<file path="config.mk">
export PLATFORM = sky130hd
export DESIGN_NAME = serial_add_ctrl
export DESIGN_NICKNAME = d
export VERILOG_FILES = /design/src/rtl/serial_add_pkg.sv /design/src/rtl/full_add_dataflow.sv /design/src/rtl/serial_add_ctrl.sv
export SDC_FILE = /design/constraint.sdc
export NUM_CORES = 1
export LEC_CHECK = 0
export ABC_CLOCK_PERIOD_IN_PS = 2400
export CAP_MARGIN = 20
export CORE_UTILIZATION = 54
export CTS_CLUSTER_DIAMETER = 150
export DETAILED_ROUTE_END_ITERATION = 8
export HOLD_SLACK_MARGIN = 0.1
export PLACE_DENSITY = 0.83
export SLEW_MARGIN = 25
export SYNTH_ARGS = -nofsm -noshare
export SYNTH_HDL_FRONTEND = slang
export SYNTH_SLANG_ARGS = --single-unit
</file>
<file path="constraint.sdc">
create_clock -name clk -period 2.4 [get_ports clk]
set_input_delay 0.72 -clock clk [delete_from_list [all_inputs] [get_ports clk]]
set_output_delay 0.72 -clock clk [all_outputs]
set_load 0.1 [all_outputs]
</file>
<file path="src/rtl/serial_add_pkg.sv">
// serial_add_pkg: shared state encoding and default width for the bit-serial adder controller
package serial_add_pkg;
  typedef enum logic [1:0] {IDLE, RUN, DONE} state_t;
  localparam int DEFAULT_WIDTH = 8;
endpackage

</file>
<file path="src/rtl/full_add_dataflow.sv">
// full_add_dataflow: single-bit full adder cell
module full_add_dataflow (
  input  logic a,
  input  logic b,
  input  logic carry_in,
  output logic sum,
  output logic carry
);
  assign sum   = a ^ b ^ carry_in;
  assign carry = (a & b) | (carry_in & (a ^ b));
endmodule

</file>
<file path="src/rtl/serial_add_ctrl.sv">
// serial_add_ctrl: sequences one full-adder cell over WIDTH-bit operands, LSB first
module serial_add_ctrl
  import serial_add_pkg::*;
#(
  parameter int WIDTH = DEFAULT_WIDTH
) (
  input  logic             clk,
  input  logic             rst_n,
  input  logic             start,
  input  logic             sub,
  input  logic             carry_in,
  input  logic [WIDTH-1:0] op_a,
  input  logic [WIDTH-1:0] op_b,
  output logic             busy,
  output logic             done,
  output logic [WIDTH-1:0] sum_out,
  output logic             carry_out,
  output logic             ovf
);
  localparam int CW = $clog2(WIDTH);
  state_t state_q, state_d;
  logic [WIDTH-1:0] a_q, b_q, res_d;
  logic [WIDTH-2:0] res_q;
  logic [CW-1:0] cnt_q;
  logic c_q, fa_sum, fa_carry, load, last;
  full_add_dataflow u_fa (
    .a(a_q[0]),
    .b(b_q[0]),
    .carry_in(c_q),
    .sum(fa_sum),
    .carry(fa_carry)
  );
  assign load  = start && (state_q == IDLE || state_q == DONE);
  assign last  = state_q == RUN && cnt_q == CW'(WIDTH - 1);
  assign res_d = {fa_sum, res_q};
  assign busy  = state_q == RUN;
  assign done  = state_q == DONE;
  always_comb
    state_d = load ? RUN : last ? DONE : state_q == DONE ? IDLE : state_q;
  // subtract is a + ~b + 1: invert B at load and seed the carry with 1
  always_ff @(posedge clk or negedge rst_n) begin
    if (!rst_n) begin
      state_q   <= IDLE;
      a_q       <= '0;
      b_q       <= '0;
      res_q     <= '0;
      c_q       <= 1'b0;
      cnt_q     <= '0;
      sum_out   <= '0;
      carry_out <= 1'b0;
      ovf       <= 1'b0;
    end else begin
      state_q <= state_d;
      if (load) begin
        a_q   <= op_a;
        b_q   <= sub ? ~op_b : op_b;
        c_q   <= sub | carry_in;
        cnt_q <= '0;
      end else if (state_q == RUN) begin
        a_q   <= a_q >> 1;
        b_q   <= b_q >> 1;
        c_q   <= fa_carry;
        cnt_q <= cnt_q + 1'b1;
        res_q <= res_d[WIDTH-1:1];
        if (last) begin
          sum_out   <= res_d;
          carry_out <= fa_carry;
          ovf       <= c_q ^ fa_carry;
        end
      end
    end
  end
endmodule

</file>
==> qor.csv <==
metric;value;unit
clk_pin_slew;0.12;ns
crit_path_start_kind;flip-flop;
overflow;0;
routed_wl;3270;um
post_dp_cell_area;2070;um2
fp.dieW;58.3;um
fin_crit;1.92;ns
yosys_warnings;0;
final_cell_mix;47 x nand2_1, 39 x dfrtp_1, 19 x clkdlybuf4s50_1;
grt_antenna_before_repair;0;
firstDrtPassIters;4;
wl_per_cell;13.5;um
required;1.68;ns
io_buffers;32;
cts_buffers;5;
cts_tree;built;
layout.nets;221;
drtAntennaViolNets;0;
peakVddDrop;0.000586;V
synthArstFlopShare;100;%
slew_violations;0;
viasPerCell;5.32;
grt_usage;21.0;%
final_cells;242;
first_iter_violations;51;
synth.avg_cell_area;10.5;um2
htreeDepth;2;
synth-edff-count;0;
yosysUniqueCellTypes;25;
synth_cells;163;
ios;33;
slew_headroom;43.8;%
drc;0;
cap_violations;0;
fin_hold_ws;0.468;ns
finalCritPeriodShare;80.0;%
fp.dieArea;3390;um2
final_util;71.1;%
fin_area;2150;um2
reg2reg_from;cnt_q[0];
total_leakage_power;1.02;nW
status;complete, no violations;
first_global_vias;1274;
ys_seq_elements;39;
cp_max_fo;7;
post-cts-setup-buffers;0;
pre_cts_ws;0.289;ns
vias;1287;
gp_congestion;0.727;
worstMarginPinSlew;0.843;ns
insertion_delay;0.34;ns
clock-sinks;39;
worstSetupPathType;flip-flop to output pin;
rsz0062_at_grt;no;
yosysSeqAreaShare;57.1;%
fp.coreArea;3030;um2
fillers;202;
insertedDiodeCount;0;
syn_nets;187;
hpwl;2190;um
clock.fmax;521;MHz
final_common_cell;nand2_1;
power_density;1500;nW/um2
end_kind;output pin;
finClkSkew;0.0133;ns
cts.repair.resized;0;
initial_core_util;56.4;%
dp_cells;234;
reg2regPathDepth;4;
synth_ff_type;dfrtp_1;
drive_gt1_share;19.7;%
finalPower;3.22;mW
area_growth;26.0;%
r2r_setup_slack;0.81;ns
die_h;58.3;um
layout_setup_ws;0.479;ns
grt_pass1_wl;5400;um
finalSetupTns;0;ns
finalSetupViolCount;0;
ctsRootBufferMaster;clkbuf_4;
crit_arrival;1.20;ns
grt_max_degree;40;
rows;20;
syn_area;1710;um2
postCtsHoldBufs;0;
final-hold-violation-count;0;
reg2reg_to;sum_out[5];
clockBufferDepth;2;
hold_path_class;input port to async pin;
==> flip-flops by register name, summed over array words and instances, names as in the netlist <==
register / count
a_q: 8
b_q: 8
sum_out: 8
res_q: 7
cnt_q: 3
state_q: 2
c_q: 1
carry_out: 1
ovf: 1
==> logic make-up after synthesis <==
logic type,synth area share (%)
AND/OR/NAND/NOR,16.8
flip-flops,57.1
AO/OA/AOI/OAI,9.52
buffers and inverters,3.37
XOR/XNOR,4.61
multiplexers,5.93
adder cells (fa/ha/maj),2.64
==> synthesized netlist by cell type, types with 3 or more instances <==
master,count,share of area (%)
xor2_1,6,3.1
a31oi_1,11,4.0
mux2_2,9,5.9
xnor2_1,3,1.5
buf_4,4,1.8
nor2_1,15,3.3
buf_2,3,0.88
nand2_1,47,10
dfrtp_1,39,57
a22o_1,3,1.5
a221o_1,3,1.8
==> cell type report <==
cell class,count,area (um2),share of cell area [%]
Clock buffer,6,51.3,2.38
Multi-Input combinational cell,114,678,31.5
Clock inverter,2,35.0,1.63
Sequential cell,39,976,45.3
Inverter,1,5.00,0.232
Timing Repair Buffer,36,353,16.4
Tap cell,44,55.1,2.56
==> how the worst max path moves through the flow <==
stage	startpoint	to	slack [ns]	depth (start not counted)
after global placement	sub	b_q[2]	0.36	4
after floorplan	state_q[0]	done	0.42	1
after detailed placement	sub	b_q[1]	0.29	4
final	state_q[0]	done	0.48	2
after CTS	state_q[0]	done	0.46	2
after global routing	state_q[0]	busy	0.40	3
==> critical path, cell delays in order, from the launching register on <==
cell     delay [ns]
dfrtp_1        0.49
nor2b_2        0.19
buf_12         0.19
==> per-layer routing <==
metal	track usage, %	vias up	share of wire, %
li1	-	609	-
met1	25.3	633	43
met2	37.3	40	52
met3	4.02	5	3.8
met4	7.82	0	0.92
met5	0	-	0
==> power breakdown <==
part	total, mW	internal (mW)	switching [mW]
sequential	1.08	0.918	0.162
clock	0.461	0.246	0.215
combinational	1.68	0.527	1.16
total	3.22	1.69	1.53
Note: power is estimated with default switching activity, not from simulation.
